===== config.mk =====
export PLATFORM = sky130hd
export DESIGN_NAME = apb_slave_regbank
export DESIGN_NICKNAME = d
export VERILOG_FILES = /design/src/rtl/apb_pkg.sv /design/src/rtl/apb_wait_counter.sv /design/src/rtl/apb_slave_regbank.sv
export SDC_FILE = /design/constraint.sdc
export NUM_CORES = 1
export LEC_CHECK = 0
export BUFFER_PORTS_ARGS = -buffer_cell sky130_fd_sc_hd__buf_4
export CAP_MARGIN = 5
export CORE_MARGIN = 2
export CORE_UTILIZATION = 45
export DETAILED_ROUTE_END_ITERATION = 8
export PLACE_DENSITY = 0.67
export SLEW_MARGIN = 0
export SYNTH_ARGS = -nofsm -noshare
export SYNTH_HDL_FRONTEND = slang
export SYNTH_SLANG_ARGS = --single-unit

===== constraint.sdc =====
create_clock -name Hclk -period 4.9 [get_ports Hclk]
set_input_delay 0.245 -clock Hclk [delete_from_list [all_inputs] [get_ports Hclk]]
set_output_delay 0.245 -clock Hclk [all_outputs]
set_load 0.02 [all_outputs]

===== src/rtl/apb_pkg.sv =====
// Shared APB definitions: bus widths, default ID word and responder FSM states.
package apb_pkg;

    localparam int unsigned APB_DATA_W   = 32;
    localparam int unsigned APB_OFFSET_W = 12;

    localparam logic [APB_DATA_W-1:0] APB_DEFAULT_ID = 32'hA5B0_0001;

    typedef enum logic [0:0] {
        StIdle,
        StAccess
    } apb_state_e;

endpackage


===== src/rtl/apb_wait_counter.sv =====
// Wait-state counter: loads a count, decrements to zero, flags zero.
module apb_wait_counter #(
    parameter int unsigned Width = 4
) (
    input  logic             clk,
    input  logic             rst_n,
    input  logic             load,
    input  logic [Width-1:0] load_value,
    input  logic             count_en,
    output logic             is_zero
);

    logic [Width-1:0] count_q;

    // Load takes priority; otherwise count down and hold at zero.
    always_ff @(posedge clk or negedge rst_n) begin
        if (!rst_n) begin
            count_q <= '0;
        end else if (load) begin
            count_q <= load_value;
        end else if (count_en && (count_q != '0)) begin
            count_q <= count_q - 1'b1;
        end
    end

    assign is_zero = (count_q == '0);

endmodule


===== src/rtl/apb_slave_regbank.sv =====
// APB completer register bank with read-only ID at index 0 and programmable wait states.
module apb_slave_regbank
    import apb_pkg::*;
#(
    parameter int unsigned            NUM_REGS    = 16,
    parameter int unsigned            WAIT_STATES = 0,
    parameter logic [APB_DATA_W-1:0]  ID_VALUE    = APB_DEFAULT_ID
) (
    input  logic                  Hclk,
    input  logic                  Hresetn,
    input  logic                  Psel,
    input  logic                  Penable,
    input  logic                  Pwrite,
    input  logic [APB_DATA_W-1:0] Paddr,
    input  logic [APB_DATA_W-1:0] Pwdata,
    output logic [APB_DATA_W-1:0] Prdata,
    output logic                  Pready,
    output logic                  Pslverr
);

    localparam int unsigned AW = $clog2(NUM_REGS);

    apb_state_e            state_q, state_d;
    logic [AW-1:0]         idx;
    logic [AW-1:0]         idx_q;
    logic                  write_q;
    logic                  err_q;
    logic                  addr_err;
    logic                  setup;
    logic                  complete;
    logic                  cnt_zero;
    logic [APB_DATA_W-1:0] rd_word;
    logic [APB_DATA_W-1:0] prdata_q;
    logic [APB_DATA_W-1:0] regs_q [NUM_REGS];
    logic                  unused_paddr;

    // Only the offset is decoded; upper address bits belong to the bridge.
    assign unused_paddr = ^Paddr[APB_DATA_W-1:APB_OFFSET_W];

    assign idx = Paddr[AW+1:2];

    // Setup-cycle decode: access strobes and error classification.
    always_comb begin
        setup    = Psel && !Penable && (state_q == StIdle);
        complete = Psel && Penable && Pready;
        addr_err = (Paddr[1:0] != 2'b00)
                || (Paddr[APB_OFFSET_W-1:AW+2] != '0)
                || (Pwrite && (idx == '0));
        rd_word  = (idx == '0) ? ID_VALUE : regs_q[idx];
    end

    apb_wait_counter #(
        .Width(4)
    ) u_wait_counter (
        .clk       (Hclk),
        .rst_n     (Hresetn),
        .load      (setup),
        .load_value(4'(WAIT_STATES)),
        .count_en  (state_q == StAccess),
        .is_zero   (cnt_zero)
    );

    // FSM state register.
    always_ff @(posedge Hclk or negedge Hresetn) begin
        if (!Hresetn) begin
            state_q <= StIdle;
        end else begin
            state_q <= state_d;
        end
    end

    // FSM next state: Penable without a prior setup is ignored in idle.
    always_comb begin
        state_d = state_q;
        unique case (state_q)
            StIdle: begin
                if (setup) begin
                    state_d = StAccess;
                end
            end
            StAccess: begin
                if (!Psel || complete) begin
                    state_d = StIdle;
                end
            end
            default: state_d = StIdle;
        endcase
    end

    // FSM outputs: ready purely from registered state and counter.
    always_comb begin
        Pready  = (state_q == StAccess) && cnt_zero;
        Pslverr = Pready && err_q;
    end

    // Latch the transfer attributes at setup so address changes in access are ignored.
    always_ff @(posedge Hclk or negedge Hresetn) begin
        if (!Hresetn) begin
            idx_q   <= '0;
            write_q <= 1'b0;
            err_q   <= 1'b0;
        end else if (setup) begin
            idx_q   <= idx;
            write_q <= Pwrite;
            err_q   <= addr_err;
        end
    end

    // Read data captured at setup, cleared when the transfer ends or aborts.
    always_ff @(posedge Hclk or negedge Hresetn) begin
        if (!Hresetn) begin
            prdata_q <= '0;
        end else if (setup) begin
            prdata_q <= (Pwrite || addr_err) ? '0 : rd_word;
        end else if ((state_q == StAccess) && (complete || !Psel)) begin
            prdata_q <= '0;
        end
    end

    assign Prdata = prdata_q;

    // Register array; Pwdata is sampled on the completion edge only.
    always_ff @(posedge Hclk or negedge Hresetn) begin
        if (!Hresetn) begin
            for (int i = 0; i < int'(NUM_REGS); i++) begin
                regs_q[i] <= '0;
            end
        end else if (complete && write_q && !err_q) begin
            regs_q[idx_q] <= Pwdata;
        end
    end

endmodule


# --- After elaboration in Yosys (flattened, before gate mapping) ---
# Index checks and enable logic that the tools add are counted.
word_totals:
  register_bits: 555
  inputBits: 69
  out_inout_bits: 34
  word_cells: 70
classes:
  n_addsub: 1
  magnitude_cmp: 3
  mux: 15
  bitwise: 3
  n_reduce_logical: 26
op_table:
  columns: ["op", "count"]
  rows:
  - ["$bwmux W512", 1]
  - ["$mux W32", 7]
  - ["$bmux W32 S4", 1]
  - ["$demux W32 S4", 1]
  - ["$logic_and A1 B1 Y1", 12]
  - ["$ge A5 B5 Y1 const B", 2]
  - ["$not A4 Y5", 2]
  - ["$logic_not A4 Y1", 2]
  - ["$mux W4", 2]
  - ["$reduce_bool A2 Y1", 3]
  - ["$reduce_bool A6 Y1", 1]
  - ["$lt A5 B1 Y1 const B", 1]
  - ["$logic_or A1 B1 Y1", 4]
  - ["$reduce_bool A4 Y1", 1]
  - ["$sub A4 B1 Y4 const B", 1]
  - ["$logic_not A1 Y1", 3]
  - ["$mux W1", 2]
  - ["$pmux W1 S2", 1]
  - ["$not A1 Y1", 1]

# --- Longest topological paths before layout ---
depth:
  depth_word: 7
  mapped_depth: 9
  mapped_depth_nobuf: 6

# --- By module ---
# Synthesis repeated with hierarchy kept, for this count alone.
hier_totals:
  hier_cells: 1566
  area_unflattened_um2: 24853.8
by_module_without_submodules:
  columns: ["mod", "n_inst", "cells_each", "area_each_um2", "seq_area_each_um2"]
  rows:
  - ["apb_slave_regbank", 1, 1539, 24601.1, 13663.1]
  - ["apb_wait_counter", 1, 27, 252.7, 100.1]

# --- Least setup slack after synthesis ---
# OpenSTA, ideal clock, no wires.
synth_timing:
  path_kind: "reg-to-reg"
  startpoint: "register u_wait_counter.count_q[0]"
  endpoint: "register regs_q[353] (netlist name)"
  setup_ns: 0.125
  arrival_ns: 1.968
  required_ns: 4.775
  path_slack_ns: 2.808
  path_stages_with_launch: 9
  path_buffers: 2
  synth_period_minus_slack_ns: 2.092
  path_cell_list: "dfrtp_1 -> inv_1 -> ha_1 -> and4bb_1 -> buf_6 -> nand4_4 -> nor3b_4 -> buf_6 -> mux2_2"
synth_between:
  elab_chain_cells: 5
synth_lines:
  columns: ["element", "line_no", "text"]
  rows:
  - ["from (decl)", "apb_wait_counter.sv:13", "logic [Width-1:0] count_q;"]
  - ["from (signal assigned)", "apb_wait_counter.sv:20", "count_q <= load_value;"]
  - ["from (signal assigned)", "apb_wait_counter.sv:22", "count_q <= count_q - 1'b1;"]
  - ["$logic_not A4 Y1", "apb_wait_counter.sv:26", "assign is_zero = (count_q == '0);"]
  - ["$logic_and A1 B1 Y1", "apb_slave_regbank.sv:92", "Pready = (state_q == StAccess) && cnt_zero;"]
  - ["via Pready", "apb_slave_regbank.sv:17", "output logic Pready,"]
  - ["$logic_and A1 B1 Y1", "apb_slave_regbank.sv:45", "complete = Psel && Penable && Pready;"]
  - ["$logic_and A1 B1 Y1 (2 in series)", "apb_slave_regbank.sv:128", "end else if (complete && write_q && !err_q) begin"]
  - ["to (signal, indexed assignment)", "apb_slave_regbank.sv:129", "regs_q[idx_q] <= Pwdata;"]
  - ["to (decl)", "apb_slave_regbank.sv:34", "logic [APB_DATA_W-1:0] regs_q [NUM_REGS];"]
# The timed path passes the listed nets, and every way through them passes these cells.
# A chain may end at the register's enable or synchronous reset.

# --- Worst setup path in the final report ---
layout_timing:
  startpoint: "register u_wait_counter.count_q[0]"
  endpoint: "register regs_q[416] (netlist name)"
layout_between:
  elab_chain_cells: 5
layout_lines:
  columns: ["element", "line_no"]
  rows:
  - ["$logic_not A4 Y1", "apb_wait_counter.sv:26"]
  - ["$logic_and A1 B1 Y1", "apb_slave_regbank.sv:92"]
  - ["$logic_and A1 B1 Y1", "apb_slave_regbank.sv:45"]
  - ["$logic_and A1 B1 Y1 (2 in series)", "apb_slave_regbank.sv:128"]
# Every way passes these cells.

==> impl_metrics.ini <==
[cells_and_area]
fin_util_pct = 52.0
num_antenna_cells = 0
areaGrowthSynthToFinish_pct = 13.9
stdcell_count = 2373
nets = 1706
drive_gt1_share_pct = 49.2

[route]
route.met2.wl_mm = 29.0
m1WireLength_mm = 25.3
drc = 0
dr_total_vias = 13700
antenna_left = 0
vias_per_cell = 5.79
detail_route.iter0.violations = 929
avgRoutedWirePerCell_um = 24.2
top_layer_used = met5
drtPass1Iterations = 5
wl_mm = 57.4
met3_length_mm = 1.94

[cts]
cts_root_buf = clkbuf_16
clock_path_buffers = 3
cts_max_level = 2
cts_tree = yes
numCtsBuffers = 55
clk_pin_slew_ns = 0.06
clk_latency_ns = 0.61
cts_resized = 0
cts_hold_buf = 35
post_cts_buffers = 0
cts_sinks = 548

[synth]
synth_top_family_by_area = multiplexers
ys_types = 42
ys_seq_area_share_pct = 55.5
yosys.area_share.simple_pct = 2.92
synth_top_cell_area_share_pct = 55.5
syn_area_mm2 = 0.0247
synth_most_common_cell = dfrtp_1
synthAdderAreaFrac_pct = 0.0507
syn_inst = 1558
synth.net_count = 1628
yosysWarningCount = 0
synthArstFlopShare_pct = 100
synthTopCellsByCount = dfrtp_1, mux2_2, mux4_2
synth_edf_count = 0
yosysTopAreaCell = dfrtp_1
ys_ff_latch = 548
synth_compound_area_share_pct = 1.71
synth_mux_area_share_pct = 36.8
synthFlopType = dfrtp_1
synthXorXnorAreaFrac_pct = 0.0355
avgSynthCellArea_um2 = 15.9
ys_top_cells_by_area = dfrtp_1, mux2_2, mux4_2, mux2i_1, mux2_1

[power]
power.density_mw_per_mm2 = 333
vdd_ir_drop_max_mv = 0.263
p_leak_uw = 0.0138

[setup_path]
reg2reg_slack_ns = 1.64
cp_max_fo = 18
critPathSlowestCell = nor2_4
start_kind = flop
crit_path_end_kind = flop
max_stage_delay_ns = 0.68
cp.buffers_inverters = 2
critPathTopFamily = simple AND/OR/NAND/NOR gates
crit_arrival_ns = 3.74
cp_cell_sequence = inv_1 -> ha_1 -> and4bb_1 -> nand4b_4 -> nor2_4 -> buf_4 -> mux2_2
worstSetupPathType = flop to flop
crit_required_ns = 5.38

[global_routing]
grt_start_max_net_pins = 119
grt_pass1_wl_mm = 89.8
gr-total-overflow = 0
grt_util_all_layers_pct = 20.8
antenna_found_initial = 1
grt_pass1_vias = 15000

[sta]
fmax_mhz = 307
setup_viol = 0
hold_viol = 0
tightest_slew_ns = 1.19
grt_setup_unrepaired = false
max_slew_margin_pct = 20.4
timing.hold.ws_ns = 0.0467
skew_ns = 0.0137
finalCritPeriodShare_pct = 66.5
slew_violations = 0
fin_crit_ns = 3.26
setup_tns_ns = 0

[place]
dp_hpwl_mm = 32.6
io_buffers = 82
gp_congestion = 0.731
placed_cells = 2240

[floorplanning]
die_h_um = 238
start_util_pct = 45.7
die_w_um = 238
coreArea_mm2 = 0.0540
rows = 85
fp.dieArea_mm2 = 0.0568
io_pins = 103

[outcome]
status = finished clean

[min_path]
hold_class = input port to flop

[run]
cap_viol_max_count = 0
==> cell usage in the layout, fill, tap and decap left out, types with 3 or more instances in the layout <==
cell | netlist | routed
nor2_4 | 0 | 13
o221ai_1 | 7 | 7
nor3_1 | 25 | 25
a211o_1 | 24 | 24
nand3b_1 | 3 | 3
inv_1 | 3 | 3
mux2i_1 | 65 | 65
a211oi_1 | 7 | 7
o21ai_0 | 3 | 3
nor2_1 | 31 | 31
dfrtp_1 | 548 | 548
bufinv_16 | 0 | 4
clkbuf_8 | 0 | 15
clkbuf_1 | 22 | 12
mux2_2 | 475 | 475
mux4_2 | 120 | 120
nor3b_1 | 9 | 9
dlygate4sd3_1 | 0 | 35
nand2_1 | 15 | 15
mux2_1 | 35 | 35
clkinv_2 | 0 | 9
a21oi_1 | 11 | 11
buf_12 | 0 | 5
clkbuf_16 | 0 | 56
buf_4 | 23 | 113
nand2b_1 | 4 | 3
nor4_1 | 3 | 3
==> kinds of logic after synthesis <==
logic type | Yosys count
muxes | 695
DFF | 548
buffers and inverters | 138
and+or+nand+nor | 120
AOI/OAI and AO/OA | 55
xor gates and xnor gates | 1
adders and majority gates | 1
==> power breakdown <==
| group | total [uW] | switching [uW] | internal [uW] |
|---|---|---|---|
| Combinational | 513 | 331 | 182 |
| Sequential | 4600 | 38.4 | 4560 |
| Clock | 4260 | 1740 | 2510 |
| Total | 9370 | 2110 | 7260 |
==> registers in the layout, indices dropped and copies added (netlist names) <==
signal / count
state_q: 1
idx_q: 4
regs_q: 505
err_q: 1
write_q: 1
Prdata: 32
u_wait_counter.count_q: 4
==> area by class of cell <==
type,count,area (um^2)
tap,696,871
clock inverter,16,199
multi-input combinational,872,10300
sequential,548,13700
inverter,3,11.3
timing repair buffer,156,1340
clock buffer,82,1640
fill,4431,25900
==> worst paths after layout <==
path | from | to | depth (start not counted)
worst max-delay path | u_wait_counter.count_q[0] | regs_q[416] | 7
worst min-delay path | Pwdata[3] | regs_q[163] | 2
worst max register to register | u_wait_counter.count_q[0] | regs_q[416] | 7
worst min register to register | regs_q[229] | regs_q[229] | 1
max in group asynchronous | Hresetn | regs_q[98] | 3
min in group asynchronous | Hresetn | regs_q[311] | 2
==> through the flow <==
stage | power (uW) | setup slack [ns] | cell area (um^2)
after floorplan | 4940 | 2.81 | 24700
after global placement | 5160 | 1.68 | 25900
final | 9370 | 1.64 | 28100
after detailed placement | 5180 | 1.64 | 25900
after CTS | 9500 | 1.60 | 28100
after global routing | 9740 | 1.47 | 28100
==> per-layer routing <==
| layer | up-vias | global-route usage [%] |
|---|---|---|
| li1 | 5943 | - |
| met1 | 7496 | 28.3 |
| met2 | 214 | 35.3 |
| met3 | 80 | 2.89 |
| met4 | 2 | 5.49 |
| met5 | - | 0 |
No activity file was read; power rests on OpenSTA's default activity.
